===== src/rtl/video_timing_tx.sv =====
// video_timing_tx
//   Generates video raster timing (DE/HS/VS) and streams pixels from a small
//   input FIFO onto a registered parallel video bus.
//
//   Ports:
//     clk          single clock, all logic on the rising edge
//     rst_n        synchronous active-low reset
//     en           transmit enable; dropping it finishes the current frame
//     pix_data     pixel {R,G,B}, 8 bits per channel
//     pix_valid    pix_data/pix_sof valid
//     pix_sof      marks the first pixel of a frame
//     pix_ready    block accepts the presented word this cycle
//     DPo          {VS,HS,DE,R,G,B}; registered one clock after the counters
//     underrun     sticky flag: an active pixel found the FIFO empty
//     frame_start  one-cycle pulse together with DE of pixel (0,0)
//
//   Build option: define VIDEO_TIMING_TX_COLORBAR_EN to replace the FIFO
//   stream with eight vertical colour bars (white, yellow, cyan, green,
//   magenta, red, blue, black).

module video_timing_tx #(
  parameter int H_ACT  = 1920,
  parameter int H_FP   = 88,
  parameter int H_SYNC = 44,
  parameter int H_BP   = 148,
  parameter int V_ACT  = 1080,
  parameter int V_FP   = 4,
  parameter int V_SYNC = 5,
  parameter int V_BP   = 36
) (
  input  logic        clk,
  input  logic        rst_n,
  input  logic        en,
  input  logic [23:0] pix_data,
  input  logic        pix_valid,
  input  logic        pix_sof,
  output logic        pix_ready,
  output logic [26:0] DPo,
  output logic        underrun,
  output logic        frame_start
);

  localparam int H_TOT = H_ACT + H_FP + H_SYNC + H_BP;
  localparam int V_TOT = V_ACT + V_FP + V_SYNC + V_BP;
  localparam int HW    = $clog2(H_TOT);
  localparam int VW    = $clog2(V_TOT);

  localparam logic [HW-1:0] H_ACT_L    = HW'(H_ACT);
  localparam logic [HW-1:0] H_HS_START = HW'(H_ACT + H_FP);
  localparam logic [HW-1:0] H_HS_END   = HW'(H_ACT + H_FP + H_SYNC);
  localparam logic [HW-1:0] H_LAST     = HW'(H_TOT - 1);
  localparam logic [VW-1:0] V_ACT_L    = VW'(V_ACT);
  localparam logic [VW-1:0] V_VS_START = VW'(V_ACT + V_FP);
  localparam logic [VW-1:0] V_VS_END   = VW'(V_ACT + V_FP + V_SYNC);
  localparam logic [VW-1:0] V_LAST     = VW'(V_TOT - 1);

  typedef enum logic [1:0] {IDLE, ALIGN, RUN} state_t;

  state_t          state_q, state_d;
  logic [HW-1:0]   h_cnt_q, h_cnt_d;
  logic [VW-1:0]   v_cnt_q, v_cnt_d;
  logic [24:0]     fifo_mem_q [4];
  logic [24:0]     fifo_mem_d [4];
  logic [1:0]      wr_ptr_q, wr_ptr_d;
  logic [1:0]      rd_ptr_q, rd_ptr_d;
  logic [2:0]      count_q, count_d;
  logic [26:0]     dpo_q, dpo_d;
  logic            underrun_q, underrun_d;
  logic            frame_start_q, frame_start_d;
  logic            frame_ur_q, frame_ur_d;

  logic            de, hs, vs;
  logic            fifo_empty, fifo_full;
  logic            push, pop;
  logic [24:0]     fifo_head;

  assign de = (h_cnt_q < H_ACT_L) && (v_cnt_q < V_ACT_L);
  assign hs = (h_cnt_q >= H_HS_START) && (h_cnt_q < H_HS_END);
  assign vs = (v_cnt_q >= V_VS_START) && (v_cnt_q < V_VS_END);

  assign fifo_empty = (count_q == 3'd0);
  assign fifo_full  = (count_q == 3'd4);
  assign fifo_head  = fifo_mem_q[rd_ptr_q];

`ifdef VIDEO_TIMING_TX_COLORBAR_EN
  // Pixels come from the bar generator, so the input side is closed.
  assign pix_ready = 1'b0;

  logic [2:0]  bar_idx;
  logic [23:0] bar_rgb;

  // Bar k starts at ceil(k*H_ACT/8), i.e. bar index = floor(8*h/H_ACT).
  always_comb begin
    bar_idx = 3'd0;
    for (int k = 1; k < 8; k++) begin
      if (h_cnt_q >= HW'((k * H_ACT + 7) / 8)) bar_idx = 3'(k);
    end
  end

  // Bar order W,Y,C,G,M,R,B,K: R off for idx bit1, G off for bit2, B off for bit0.
  assign bar_rgb = {{8{~bar_idx[1]}}, {8{~bar_idx[2]}}, {8{~bar_idx[0]}}};
`else
  assign pix_ready = !fifo_full && (state_q != IDLE);
`endif

  assign push = pix_valid && pix_ready;

  // Sequencer: raster counters, FIFO pops and the next DPo word.
  always_comb begin
    state_d       = state_q;
    h_cnt_d       = h_cnt_q;
    v_cnt_d       = v_cnt_q;
    pop           = 1'b0;
    dpo_d         = '0;
    frame_start_d = 1'b0;
    underrun_d    = underrun_q;
    frame_ur_d    = frame_ur_q;

    case (state_q)
      IDLE: begin
        h_cnt_d    = '0;
        v_cnt_d    = '0;
        frame_ur_d = 1'b0;
        if (en) state_d = ALIGN;
      end

      ALIGN: begin
        h_cnt_d    = '0;
        v_cnt_d    = '0;
        frame_ur_d = 1'b0;
`ifdef VIDEO_TIMING_TX_COLORBAR_EN
        state_d = RUN;
`else
        // Drop words until a start-of-frame word sits at the head; it is
        // left in the FIFO so it becomes pixel (0,0).
        if (!fifo_empty) begin
          if (fifo_head[24]) state_d = RUN;
          else               pop     = 1'b1;
        end
`endif
      end

      RUN: begin
        dpo_d[26:24]  = {vs, hs, de};
        frame_start_d = de && (h_cnt_q == '0) && (v_cnt_q == '0);
        if (de) begin
`ifdef VIDEO_TIMING_TX_COLORBAR_EN
          dpo_d[23:0] = bar_rgb;
`else
          if (!fifo_empty) begin
            pop         = 1'b1;
            dpo_d[23:0] = fifo_head[23:0];
          end else begin
            underrun_d = 1'b1;
            frame_ur_d = 1'b1;
          end
`endif
        end

        if (h_cnt_q == H_LAST) begin
          h_cnt_d = '0;
          if (v_cnt_q == V_LAST) begin
            v_cnt_d    = '0;
            frame_ur_d = 1'b0;
            // Frame boundary: the only point where RUN can be left.
            if (!en)             state_d = IDLE;
            else if (frame_ur_q) state_d = ALIGN;
          end else begin
            v_cnt_d = v_cnt_q + 1'b1;
          end
        end else begin
          h_cnt_d = h_cnt_q + 1'b1;
        end
      end

      default: state_d = IDLE;
    endcase
  end

  // FIFO bookkeeping; push and pop in the same cycle leave the count unchanged.
  always_comb begin
    fifo_mem_d = fifo_mem_q;
    wr_ptr_d   = wr_ptr_q;
    rd_ptr_d   = rd_ptr_q;
    if (push) begin
      fifo_mem_d[wr_ptr_q] = {pix_sof, pix_data};
      wr_ptr_d             = wr_ptr_q + 1'b1;
    end
    if (pop) rd_ptr_d = rd_ptr_q + 1'b1;
    count_d = count_q + {2'b00, push} - {2'b00, pop};
  end

  always_ff @(posedge clk) begin
    if (!rst_n) begin
      state_q       <= IDLE;
      h_cnt_q       <= '0;
      v_cnt_q       <= '0;
      for (int i = 0; i < 4; i++) fifo_mem_q[i] <= '0;
      wr_ptr_q      <= '0;
      rd_ptr_q      <= '0;
      count_q       <= '0;
      dpo_q         <= '0;
      underrun_q    <= 1'b0;
      frame_start_q <= 1'b0;
      frame_ur_q    <= 1'b0;
    end else begin
      state_q       <= state_d;
      h_cnt_q       <= h_cnt_d;
      v_cnt_q       <= v_cnt_d;
      fifo_mem_q    <= fifo_mem_d;
      wr_ptr_q      <= wr_ptr_d;
      rd_ptr_q      <= rd_ptr_d;
      count_q       <= count_d;
      dpo_q         <= dpo_d;
      underrun_q    <= underrun_d;
      frame_start_q <= frame_start_d;
      frame_ur_q    <= frame_ur_d;
    end
  end

  assign DPo         = dpo_q;
  assign underrun    = underrun_q;
  assign frame_start = frame_start_q;

endmodule


===== config.mk =====
export PLATFORM = sky130hd
export DESIGN_NAME = video_timing_tx
export DESIGN_NICKNAME = d
export VERILOG_FILES = /design/src/rtl/video_timing_tx.sv
export SDC_FILE = /design/constraint.sdc
export NUM_CORES = 1
export LEC_CHECK = 0
export BUFFER_PORTS_ARGS = -buffer_cell sky130_fd_sc_hd__buf_4
export CAP_MARGIN = 0
export CORE_MARGIN = 5
export CORE_UTILIZATION = 55
export DETAILED_ROUTE_END_ITERATION = 8
export MAX_ROUTING_LAYER = met4
export PLACE_DENSITY = 0.74
export SETUP_SLACK_MARGIN = 0.5
export SLEW_MARGIN = 20
export SYNTH_ARGS = -nofsm -noshare
export SYNTH_HDL_FRONTEND = slang
export SYNTH_SLANG_ARGS = --single-unit

===== constraint.sdc =====
create_clock -name clk -period 3.6 [get_ports clk]
set_input_delay 0.36 -clock clk [delete_from_list [all_inputs] [get_ports clk]]
set_output_delay 0.36 -clock clk [all_outputs]
set_load 0.005 [all_outputs]

# After elaboration in Yosys (flattened, before gate mapping)
# Cells that the tools add are included.
[classes]
muxes = 29
bitwise_logic = 5
addsub = 6
n_eq_ne = 11
order_cmp = 9
reduce_logical = 21
[op_table]
columns = ["cell", "n"]
rows = [
  ["$bwmux W100", 1],
  ["$mux W25", 3],
  ["$bmux W25 S2", 1],
  ["$demux W25 S2", 1],
  ["$pmux W12 S2", 1],
  ["$lt A11 B11 Y1 const B", 2],
  ["$mux W11", 2],
  ["$pmux W11 S2", 1],
  ["$mux W2", 7],
  ["$add A12 B1 Y12 const B", 1],
  ["$eq A12 B12 Y1 const B", 1],
  ["$ge A12 B11 Y1 const B", 1],
  ["$logic_not A12 Y1", 1],
  ["$lt A12 B11 Y1 const B", 1],
  ["$lt A12 B12 Y1 const B", 1],
  ["$mux W12", 1],
  ["$add A11 B1 Y11 const B", 1],
  ["$eq A11 B11 Y1 const B", 1],
  ["$ge A11 B11 Y1 const B", 1],
  ["$logic_not A11 Y1", 1],
  ["$ne A2 B2 Y1 const B", 5],
  ["$logic_and A1 B1 Y1", 8],
  ["$mux W1", 8],
  ["$ge A3 B3 Y1 const B", 2],
  ["other kinds (21)", 28],
]
[totals]
out_inout_bits = 30
ff_bits = 162
word_cells = 96
in_bits = 29

# Logic depth before layout (Yosys ltp)
# Gate-level depths: netlist of the first run.
[depth]
depth_word = 8
ltp_mapped = 13
ltp_nobuf = 12

# Worst setup path before layout of the first run
# Ideal clock, no wire load.
[synth_path]
kind = "reg2reg"
start = "reg state_q[0]"
end = "reg count_q[2]"
n_path_buf = 2
path_stages_with_launch = 13
t_required_ns = 3.472
setup_ns = 0.128
period_less_slack_ns = 2.879
arrival_time_ns = 2.752
setup_slack_ns = 0.721
path_cell_list = "dfxtp_1 inv_1 ha_1 nor3b_1 clkbuf_1 clkbuf_1 inv_1 ha_1 inv_1 ha_1 fa_1 xnor2_1 nor2_1"
[synth_between]
elab_chain_cells = 5
elab_cells_between_ends = 8
cone_classes = "add/sub: 2; eq/ne: 2; mux: 1; reduce/logical: 3"
[synth_lines]
columns = ["element", "line", "rtl"]
rows = [
  ["from (decl)", "59", "state_t state_q, state_d;"],
  ["from (signal assigned)", "207", "state_q <= state_d;"],
  ["$reduce_bool A2 Y1", "103", "assign pix_ready = !fifo_full && (state_q != IDLE);"],
  ["$logic_and A1 B1 Y1", "103", ""],
  ["$logic_and A1 B1 Y1", "106", "assign push = pix_valid && pix_ready;"],
  ["$add A3 B1 Y3", "190", "count_d = count_q + {2'b00, push} - {2'b00, pop};"],
  ["$sub A3 B1 Y3 (*)", "190", ""],
  ["to (signal assigned)", "213", "count_q <= count_d;"],
  ["to (decl)", "66", "logic [2:0] count_q, count_d;"],
]
# Mark *: on every way between the ends. The rest lies on a longest branch, timed or not.
# A chain may end at the register's enable or synchronous reset.

# Final worst setup path of the first run
[layout_path]
start = "reg v_cnt_q[6]"
end = "reg count_q[1]"
[layout_between]
elab_chain_cells = 5
[layout_lines]
columns = ["element", "line", "rtl"]
rows = [
  ["from (decl)", "61", "logic [VW-1:0] v_cnt_q, v_cnt_d;"],
  ["from (signal assigned)", "209", "v_cnt_q <= v_cnt_d;"],
  ["$lt A11 B11 Y1", "77", "assign de = (h_cnt_q < H_ACT_L) && (v_cnt_q < V_ACT_L);"],
  ["$logic_and A1 B1 Y1", "77", ""],
  ["$mux W1", "146", "if (de) begin"],
  ["$pmux W1 S2", "119", "case (state_q)"],
  ["named net pop", "74", "logic push, pop;"],
  ["$sub A3 B1 Y3", "190", ""],
  ["named net count_d[1]", "66", ""],
]
# The timed path passes the listed nets, and every way through them passes these cells.

==> results of run 1 <==
## cell type report
cell class | instances | area, sq um
Inverter | 17 | 63.8
Tap cell | 147 | 184
Fill cell | 976 | 4130
Sequential cell | 162 | 3240
Timing Repair Buffer | 75 | 563
Clock buffer | 25 | 485
Multi-Input combinational cell | 537 | 3240
Clock inverter | 7 | 98.8
## final timing paths
check,start,to,slack (ns)
setup / recovery,v_cnt_q[6]$_SDFFE_PN0P_,count_q[1]$_SDFF_PN0_,0.88
hold / removal,pix_data[0],fifo_mem_q[25]$_SDFFE_PN0P_,0.20
setup reg to reg,v_cnt_q[6]$_SDFFE_PN0P_,count_q[1]$_SDFF_PN0_,0.88
hold reg to reg,fifo_mem_q[56]$_SDFFE_PN0P_,fifo_mem_q[56]$_SDFFE_PN0P_,0.45
## cell usage after synthesis, types with 7 or more instances
| cell type | count |
|---|---|
| sky130_fd_sc_hd__a21oi_1 | 108 |
| sky130_fd_sc_hd__and2_1 | 7 |
| sky130_fd_sc_hd__and3_1 | 7 |
| sky130_fd_sc_hd__clkbuf_1 | 51 |
| sky130_fd_sc_hd__dfxtp_1 | 162 |
| sky130_fd_sc_hd__ha_1 | 15 |
| sky130_fd_sc_hd__inv_1 | 17 |
| sky130_fd_sc_hd__mux4_2 | 25 |
| sky130_fd_sc_hd__nand2_1 | 169 |
| sky130_fd_sc_hd__nand3_1 | 59 |
| sky130_fd_sc_hd__nand4_1 | 9 |
| sky130_fd_sc_hd__nor2_1 | 33 |
| sky130_fd_sc_hd__nor2b_1 | 28 |
| sky130_fd_sc_hd__o21ai_0 | 18 |
| sky130_fd_sc_hd__xnor2_1 | 9 |
## stage by stage
stage / worst slack [ns] / utilization / cell area [sq um] / power, uW / instances
after floorplan: 0.721 / - / 6740 / 2530 / 768
after global placement: 0.987 / 0.608 / 7300 / 2740 / 938
after detailed placement: 0.933 / 0.608 / 7300 / 2780 / 938
after CTS: 0.912 / 0.656 / 7880 / 4540 / 970
after global routing: 0.755 / 0.656 / 7880 / 4730 / 970
final: 0.883 / 0.656 / 7880 / 4530 / 970
## cells by family (layout without fill, tap and decap cells)
| family | Yosys count | after routing | share of synthesized area |
|---|---|---|---|
| adder cells (fa/ha/maj) | 16 | 16 | 0.0308 |
| flip-flops | 162 | 162 | 0.481 |
| multiplexers | 30 | 30 | 0.0911 |
| AO/OA/AOI/OAI | 140 | 140 | 0.109 |
| XOR/XNOR | 14 | 14 | 0.0182 |
| buffers and inverters | 69 | 124 | 0.0386 |
| AND/OR/NAND/NOR | 337 | 337 | 0.231 |
## sequential cells by signal, indices dropped and copies added, names as in the netlist
| signal | flops |
|---|---|
| fifo_mem_q | 100 |
| DPo | 27 |
| h_cnt_q | 12 |
| v_cnt_q | 11 |
| count_q | 3 |
| rd_ptr_q | 2 |
| state_q | 2 |
| wr_ptr_q | 2 |
| frame_start | 1 |
| frame_ur_q | 1 |
| underrun | 1 |
## worst reg2reg max path: cells and delay by family (launching register included)
| kind | cells | cell delay [ns] |
|---|---|---|
| fa+ha+maj | 3 | 0.82 |
| compound gates | 2 | 0.42 |
| buf+inv | 1 | 0.06 |
| simple gates | 3 | 0.94 |
| flops | 1 | 0.38 |
## report_power, final
group	internal (uW)	switching (uW)
Sequential	1890	63.8
Combinational	307	486
Clock	1080	703
Total	3280	1250
## routing by layer
metal	global-route usage	vias to the layer above
met1	0.290	2709
met4	0.0758	0
met3	0.0617	26
met5	-	-
met2	0.396	185
li1	-	2706
==> flow_summary_export.csv, run 1 <==
group,metric,value,unit
run_status,outcome,"completed",
worst_setup_path,critical-path-max-stage-delay,0.58,ns
detailed_routing,via_count,5626,
synth,postSynthAreaPerCell,8.78,sq um
cts,cts_repair_resize_count,0,
detailed_routing,routed.top_layer,"met4",
detailed_routing,met3_length,1010,microns
synth,synth_top_flop_cell,"sky130_fd_sc_hd__dfxtp_1",
synth,ys_seq_area_frac,0.481,
floorplanning,i_o_pin_count,59,
layout,syn2layout_area_growth,16.9,%
detailed_routing,drt-wirelength-per-cell,16.9,microns
cts,cts_num_sinks,162,
layout,layout.cells.most_common,"sky130_fd_sc_hd__nand2_1",
detailed_routing,route.met2.wl,8350,microns
place,gp_weighted_congestion,0.873,
synth,biggest_area_contributors_in_the_synthesized_netlist,"sky130_fd_sc_hd__dfxtp_1 48%, sky130_fd_sc_hd__nand2_1 9.4%, sky130_fd_sc_hd__mux4_2 8.4%",
synth,syn-instance-count,768,
job,max_cap_viol_count,0,
power,leakage,0.00279,uW
sta,fin_worst_hold_slack,0.202,ns
worst_setup_path,number_of_cells_on_the_critical_path,9,
detailed_routing,drt_drc_violations_left,0,
sta,finalSetupTns,0,ns
cts,cts.root.buffer_cell,"sky130_fd_sc_hd__clkbuf_16",
worst_setup_path,critPathCaptureType,"register",
sta,max_slew.worst_pin.slew,1.02,ns
cts,clk_transition_reported_paths,0.06,ns
worst_setup_path,critical_path.cell_chain,"or4_1 -> o21ai_0 -> a31oi_1 -> nor2_1 -> ha_1 -> inv_1 -> ha_1 -> fa_1 -> and2_1",
layout,final_net_count,855,
global_routing,grt_first_pass_wirelength,27200,microns
synth,synth-seq-cells,162,
global_routing,first_global_vias,5518,
worst_setup_path,timing.critical_path.buf_inv,1,
min_path,worst_hold_path_type,"in -> reg",
floorplanning,design.die.area,14600,sq um
place,number_of_buffers_inserted_by_port_buffering,58,
floorplanning,design.core.area,12000,sq um
detailed_routing,drtAntennaViolNets,0,
synth,yosysTopAreaCell,"sky130_fd_sc_hd__dfxtp_1",
min_path,count_of_cells_along_the_worst_hold_path,3,
sta,achievable-frequency,368,MHz
global_routing,final_global_route_overflow_total,0,
sta,report.final.hold_viol_count,0,
synth,post_synth_arst_share,0,
worst_setup_path,cpMostUsedCell,"sky130_fd_sc_hd__ha_1",
cts,cts_h_tree_lvls,4,
worst_setup_path,gate_family_responsible_for_the_most_delay_along_the_worst_path,"simple AND/OR/NAND/NOR gates",
cts,clock_path_buffers,2,
global_routing,gr-usage-all-layers,0.240,
cts,cts_tree,"built",
cts,cts_hold_buffers_added,0,
synth,synth_fp_nets,813,
cts,cts-buffers-inserted,17,
power,power_density,575,nW/um^2
detailed_routing,met1Wirelength,6830,microns
detailed_routing,detail_route.first_pass.iterations,5,
sta,report.final.setup_viol,0,
worst_setup_path,worst_setup_path_start_kind,"register",
worst_setup_path,crit_path_max_fanout,9,
sta,finalWorstPathRequiredPeriod,2.72,ns
synth,mappedNetlistArea,6740,sq um
sta,share_of_the_clock_period_used_by_the_worst_path_after_layout,0.755,
worst_setup_path,crit_slowest_cell,"sky130_fd_sc_hd__or4_1",
global_routing,number_of_antenna_violations_at_the_first_check_in_global_routing,0,
place,place_hpwl,10400,microns
sta,finClkSkew,0.00768,ns
worst_setup_path,worstSetupPathType,"reg -> reg",
worst_setup_path,cp_data_required_time,3.91,ns
synth,synth_enable_flop_cells,0,
sta,unrepaired_setup_endpoints_after_global_routing,"no",
synth,post_synth_num_cell_types,41,
detailed_routing,dr.first_iter.drc_count,646,
sta,final_max_slew_viol_count,0,
floorplanning,die_h,121,microns
detailed_routing,drt-total-wl,16400,microns
cts,worst_skew_pair.late_latency,0.42,ns
floorplanning,initial_core_utilization,0.561,
synth,synth_top_area_share,0.481,
worst_setup_path,cp.arrival,3.03,ns
layout,layout_common_cells,"169 x sky130_fd_sc_hd__nand2_1, 161 x sky130_fd_sc_hd__dfxtp_1, 108 x sky130_fd_sc_hd__a21oi_1",
layout,layout-drive-gt1-share,0.162,
layout,diodes,0,
power,vdd.ir_drop.worst,363,uV
worst_setup_path,r2r.worst_path.cells,9,
synth,synth.yosys.warnings,0,
cts,post_cts_buffers,0,
floorplanning,number_of_rows_in_the_core_area,40,
detailed_routing,viasPerCell,5.80,
sta,max_slew_margin,0.318,
global_routing,grt_max_degree,60,
floorplanning,die_width,121,microns
Note: power is estimated with default switching activity, not from simulation.
==> inputs of run 2 (changes only) <==
- clock period: 3.6 -> 2.8 ns (I/O delays scaled with it)
==> run 2 against run 1 <==
  * Global-route usage rose by 0.41 points
  * First-iteration DRC count fell by 35%
  * Register-to-register slack got worse by 0.48 ns
  * Utilization rose by 2.0 points
  * Sequential power rose by 29%
  * Non-clock buffer count rose by 14
  * Via count rose by 2.2%
  * Total power rose by 32%
  * Flip-flop and latch count did not move
  * Routed wire length rose by 3.5%
  * Combinational power rose by 44%
  * Critical path type unchanged
  * Largest power group unchanged
==> flow_summary_export.csv, run 2 (synthesis gave the netlist of run 1 again) <==
group,metric,value,unit
run_status,outcome,"completed",
global_routing,final_global_route_overflow_total,0,
place,number_of_buffers_inserted_by_port_buffering,58,
global_routing,gr-usage-all-layers,0.244,
power,power.internal,4310,uW
sta,share_of_the_clock_period_used_by_the_worst_path_after_layout,0.856,
floorplanning,number_of_rows_in_the_core_area,40,
cts,cts_hold_buffers_added,0,
layout,diodes,0,
place,post_dp_cell_area,7370,sq um
sta,finalWorstPathRequiredPeriod,2.40,ns
floorplanning,initial_core_utilization,0.561,
power,power_density,734,nW/um^2
cts,clk_transition_reported_paths,0.06,ns
detailed_routing,via_count,5747,
floorplanning,die_width,121,microns
job,max_cap_viol_count,0,
cts,cts_h_tree_lvls,4,
power,netSwitchingPower,1650,uW
power,vdd.ir_drop.worst,415,uV
sta,final_max_slew_viol_count,0,
layout,largest_reg_flops,100,
cts,cts_tree,"built",
sta,max_slew_margin,0.610,
sta,setup_slack,0.402,ns
power,pwr-share-comb,0.191,
place,place_hpwl,10600,microns
place,gp_weighted_congestion,0.832,
worst_setup_path,worst_setup_path_start_kind,"register",
layout,register_name_with_the_most_flops,"fifo_mem_q",
global_routing,first_global_vias,5572,
cts,cts.root.buffer_cell,"sky130_fd_sc_hd__clkbuf_16",
sta,fin_worst_hold_slack,0.124,ns
layout,syn2layout_area_growth,20.5,%
sta,unrepaired_setup_endpoints_after_global_routing,"yes",
detailed_routing,detail_route.first_pass.iterations,5,
layout,layout_common_cells,"165 x sky130_fd_sc_hd__nand2_1, 157 x sky130_fd_sc_hd__dfxtp_1, 108 x sky130_fd_sc_hd__a21oi_1",
detailed_routing,drt_drc_violations_left,0,
layout,layout.cells.most_common,"sky130_fd_sc_hd__nand2_1",
sta,finClkSkew,0.00554,ns
floorplanning,die_h,121,microns
place,post-place-ws,0.237,ns
global_routing,grt_max_degree,104,
floorplanning,i_o_pin_count,59,
min_path,worst_hold_path_type,"in -> reg",
sta,finalSetupTns,0,ns
layout,final_net_count,869,
cts,clock_path_buffers,2,
detailed_routing,viasPerCell,5.85,
sta,max_slew.worst_pin.slew,0.578,ns
cts,worst_skew_pair.late_latency,0.42,ns
detailed_routing,drt-total-wl,17000,microns
floorplanning,design.core.area,12000,sq um
sta,achievable-frequency,417,MHz
detailed_routing,drtAntennaViolNets,0,
detailed_routing,drt-wirelength-per-cell,17.3,microns
detailed_routing,dr.first_iter.drc_count,420,
sta,report.final.setup_viol,0,
worst_setup_path,cp.arrival,2.72,ns
worst_setup_path,critPathCaptureType,"register",
global_routing,number_of_antenna_violations_at_the_first_check_in_global_routing,0,
sta,report.final.hold_viol_count,0,
power,seqPwrFrac,0.423,
worst_setup_path,cp_data_required_time,3.12,ns
power,power.total,5960,uW
layout,post_route_design_area,8120,sq um
power,power.share.switching,0.277,
worst_setup_path,crit_path_max_fanout,6,
power,leakage,0.00289,uW
cts,cts_num_sinks,162,
power,share_of_power_burned_in_the_clock_network,0.386,
global_routing,grt_first_pass_wirelength,27700,microns
layout,layout-drive-gt1-share,0.201,
worst_setup_path,worstSetupPathType,"reg -> reg",
cts,cts-buffers-inserted,17,
floorplanning,design.die.area,14600,sq um
## run 2: worst paths after layout
kind / from / to / slack (ns) / cells past startpoint
worst max-delay path: v_cnt_q[7]$_SDFFE_PN0P_ / count_q[1]$_SDFF_PN0_ / 0.40 / 9
worst min-delay path: pix_data[11] / fifo_mem_q[11]$_SDFFE_PN0P_ / 0.12 / 3
worst max register to register: v_cnt_q[7]$_SDFFE_PN0P_ / count_q[1]$_SDFF_PN0_ / 0.40 / 9
worst min register to register: fifo_mem_q[4]$_SDFFE_PN0P_ / fifo_mem_q[4]$_SDFFE_PN0P_ / 0.45 / 2
## run 2: area by class of cell
cell class	instances	area, sq um
fill	917	3890
tap	147	184
clock buffer	20	447
sequential	162	3250
timing repair buffer	89	723
clock inverter	11	138
multi-input combinational	537	3310
inverter	17	63.8
## run 2: timing repair
action                                  in CTS  in global routing
pin swaps                                    7                  1
resized for setup                           10                 20
setup buffers                                8                  1
endpoints found under the setup margin       3                 59
## run 2: power by group through the flow
| stage | combinational, uW | clock, uW | sequential (uW) |
|---|---|---|---|
| final | 1140 | 2300 | 2520 |
| after global routing | 1240 | 2440 | 2530 |
| after CTS | 1090 | 2320 | 2510 |
| after detailed placement | 1040 | 0 | 2560 |
| after global placement | 1010 | 0 | 2550 |
| after floorplan | 745 | 0 | 2540 |
## run 2: layer usage
| metal | vias up | routed length, microns | GRT usage |
|---|---|---|---|
| met5 | - | 0 | - |
| met4 | 0 | 341 | 0.0779 |
| met3 | 32 | 947 | 0.0477 |
| met2 | 184 | 8810 | 0.415 |
| met1 | 2786 | 6880 | 0.293 |
| li1 | 2745 | - | - |
## run 2: critical path: stages (launching register included)
cell	delay (ns)
sky130_fd_sc_hd__dfxtp_4	0.36
sky130_fd_sc_hd__or4_4	0.53
sky130_fd_sc_hd__o21ai_4	0.18
sky130_fd_sc_hd__a31oi_4	0.12
sky130_fd_sc_hd__nor2_2	0.12
sky130_fd_sc_hd__ha_1	0.23
sky130_fd_sc_hd__inv_1	0.06
sky130_fd_sc_hd__ha_1	0.14
sky130_fd_sc_hd__fa_1	0.40
sky130_fd_sc_hd__and2_1	0.16
## run 2: through the flow
stage / std cells / utilization
2_1_floorplan: 768 / -
3_3_place_gp: 943 / 0.614
3_5_place_dp: 943 / 0.614
4_1_cts: 982 / 0.671
5_1_grt: 983 / 0.676
6_report: 983 / 0.676
==> inputs of run 3 (changes only) <==
- BUFFER_PORTS_ARGS: -buffer_cell sky130_fd_sc_hd__buf_4 -> -buffer_cell sky130_fd_sc_hd__buf_2
==> run 3 against run 2 <==
  * Clock power up 2%
  * Setup slack lost 0.066 ns
  * Final area down 1.4%
  * Flip-flop and latch count unchanged
  * Combinational power about the same
  * Sequential share of layout area is 0.57 points higher
  * Hold slack about the same
  * Largest power group unchanged
  * Utilization shrank 0.97 points
==> flow_summary_export.csv, run 3 (synthesis gave the netlist of run 1 again) <==
group,metric,value,unit
run_status,outcome,"completed",
cts,cts.root.buffer_cell,"sky130_fd_sc_hd__clkbuf_16",
global_routing,grt_max_degree,57,
worst_setup_path,cp.arrival,2.78,ns
cts,cts-buffers-inserted,17,
detailed_routing,drt-total-wl,16600,microns
sta,max_slew_margin,0.621,
layout,layout_common_cells,"169 x sky130_fd_sc_hd__nand2_1, 156 x sky130_fd_sc_hd__dfxtp_1, 108 x sky130_fd_sc_hd__a21oi_1",
power,vdd.ir_drop.worst,526,uV
detailed_routing,drt-wirelength-per-cell,16.7,microns
floorplanning,die_h,121,microns
worst_setup_path,worst_setup_path_start_kind,"register",
worst_setup_path,critical_path.cell_chain,"or4_4 -> o21ai_4 -> a31oi_4 -> nor2_2 -> ha_1 -> inv_1 -> ha_2 -> fa_1 -> and2_1",
detailed_routing,drtAntennaViolNets,0,
global_routing,first_global_vias,5660,
sta,finalSetupTns,0,ns
floorplanning,number_of_rows_in_the_core_area,40,
global_routing,final_global_route_overflow_total,0,
floorplanning,die_width,121,microns
job,max_cap_viol_count,0,
detailed_routing,via_count,5767,
floorplanning,design.core.area,12000,sq um
detailed_routing,drt_drc_violations_left,0,
worst_setup_path,crit_slowest_cell,"sky130_fd_sc_hd__or4_4",
layout,n_fill_cell,959,
sta,unrepaired_setup_endpoints_after_global_routing,"yes",
worst_setup_path,crit_path_max_fanout,3,
place,place_hpwl,10300,microns
layout,largest_reg_flops,100,
sta,final_max_slew_viol_count,0,
layout,post_route_design_area,8010,sq um
layout,layout-drive-gt1-share,0.202,
sta,report.final.hold_viol_count,0,
min_path,worst_hold_path_type,"in -> reg",
sta,share_of_the_clock_period_used_by_the_worst_path_after_layout,0.880,
power,leakage,0.00291,uW
detailed_routing,viasPerCell,5.81,
layout,diodes,0,
worst_setup_path,cp_data_required_time,3.12,ns
detailed_routing,dr.first_iter.drc_count,600,
cts,cts_tree,"built",
cts,cts_hold_buffers_added,0,
sta,report.final.setup_viol,0,
layout,syn2layout_area_growth,18.8,%
worst_setup_path,worstSetupPathType,"reg -> reg",
cts,worst_skew_pair.late_latency,0.42,ns
sta,finalWorstPathRequiredPeriod,2.46,ns
worst_setup_path,critical-path-max-stage-delay,0.57,ns
sta,fin_worst_hold_slack,0.124,ns
worst_setup_path,critPathCaptureType,"register",
sta,achievable-frequency,406,MHz
layout,post-route-util,0.667,
power,power_density,748,nW/um^2
global_routing,gr-usage-all-layers,0.240,
global_routing,number_of_antenna_violations_at_the_first_check_in_global_routing,0,
floorplanning,i_o_pin_count,59,
place,post_dp_cell_area,7230,sq um
detailed_routing,detail_route.first_pass.iterations,5,
cts,cts_num_sinks,162,
sta,finClkSkew,0.00469,ns
floorplanning,initial_core_utilization,0.561,
layout,register_name_with_the_most_flops,"fifo_mem_q",
layout,final_net_count,879,
cts,cts_h_tree_lvls,4,
layout,layout.cells.most_common,"sky130_fd_sc_hd__nand2_1",
place,number_of_buffers_inserted_by_port_buffering,58,
place,gp_weighted_congestion,0.895,
global_routing,grt_first_pass_wirelength,27100,microns
floorplanning,design.die.area,14600,sq um
cts,clock_path_buffers,2,
sta,max_slew.worst_pin.slew,0.568,ns
cts,clk_transition_reported_paths,0.06,ns
-- run 3: cell types whose count changed in the layout (fill, tap and decap cells not counted), sizes merged --
cell / previous run / this run
buf: 89 / 99
inv: 17 / 18
clkinvlp: 3 / 1
clkinv: 5 / 3
clkbuf: 20 / 22
-- run 3: worst paths after layout --
check	end	from	slack [ns]	cells past startpoint
setup / recovery	count_q[1]$_SDFF_PN0_	v_cnt_q[7]$_SDFFE_PN0P_	0.34	9
hold / removal	fifo_mem_q[4]$_SDFFE_PN0P_	pix_data[4]	0.12	3
setup reg to reg	count_q[1]$_SDFF_PN0_	v_cnt_q[7]$_SDFFE_PN0P_	0.34	9
hold reg to reg	fifo_mem_q[15]$_SDFFE_PN0P_	fifo_mem_q[15]$_SDFFE_PN0P_	0.45	2
-- run 3: power by group --
part	switching, uW	internal, uW
sequential	77.4	2430
clock	896	1440
combinational	672	472
-- run 3: timing repair --
action	4_1_cts	5_1_grt
buffers inserted	14	1
resized for setup	10	10
setup endpoints to repair	19	35
pin swaps	12	3
-- run 3: metal layers --
metal,vias up,routed length (microns),global-route usage
li1,2764,-,-
met1,2768,6820,0.285
met2,195,8420,0.397
met3,40,926,0.0580
met4,0,416,0.0935
met5,-,0,-
-- run 3: final cells by class --
type                       instances  area [sq um]  share of cell area
clock buffer                      22           464              0.0580
multi-input combinational        537          3300               0.413
clock inverter                     8           129              0.0161
timing repair buffer              99           611              0.0763
inverter                          17          63.8             0.00797
tap                              147           184              0.0230
sequential                       162          3250               0.406
-- run 3: metrics by stage --
step	std cells	setup slack [ns]	power, uW
final	992	0.336	5990
after global routing	992	0.255	6250
after CTS	991	0.349	5970
after detailed placement	947	0.179	3590
after global placement	947	0.248	3540
after floorplan	768	0.390	3280
-- run 3: worst max-delay path, delay by kind of cell (launching register included) --
kind                       cells  cell delay [ns]
DFF                            1             0.33
and+or+nand+nor                3             0.86
adders and majority gates      3             0.81
AOI/OAI and AO/OA              2             0.29
buffers and inverters          1             0.06
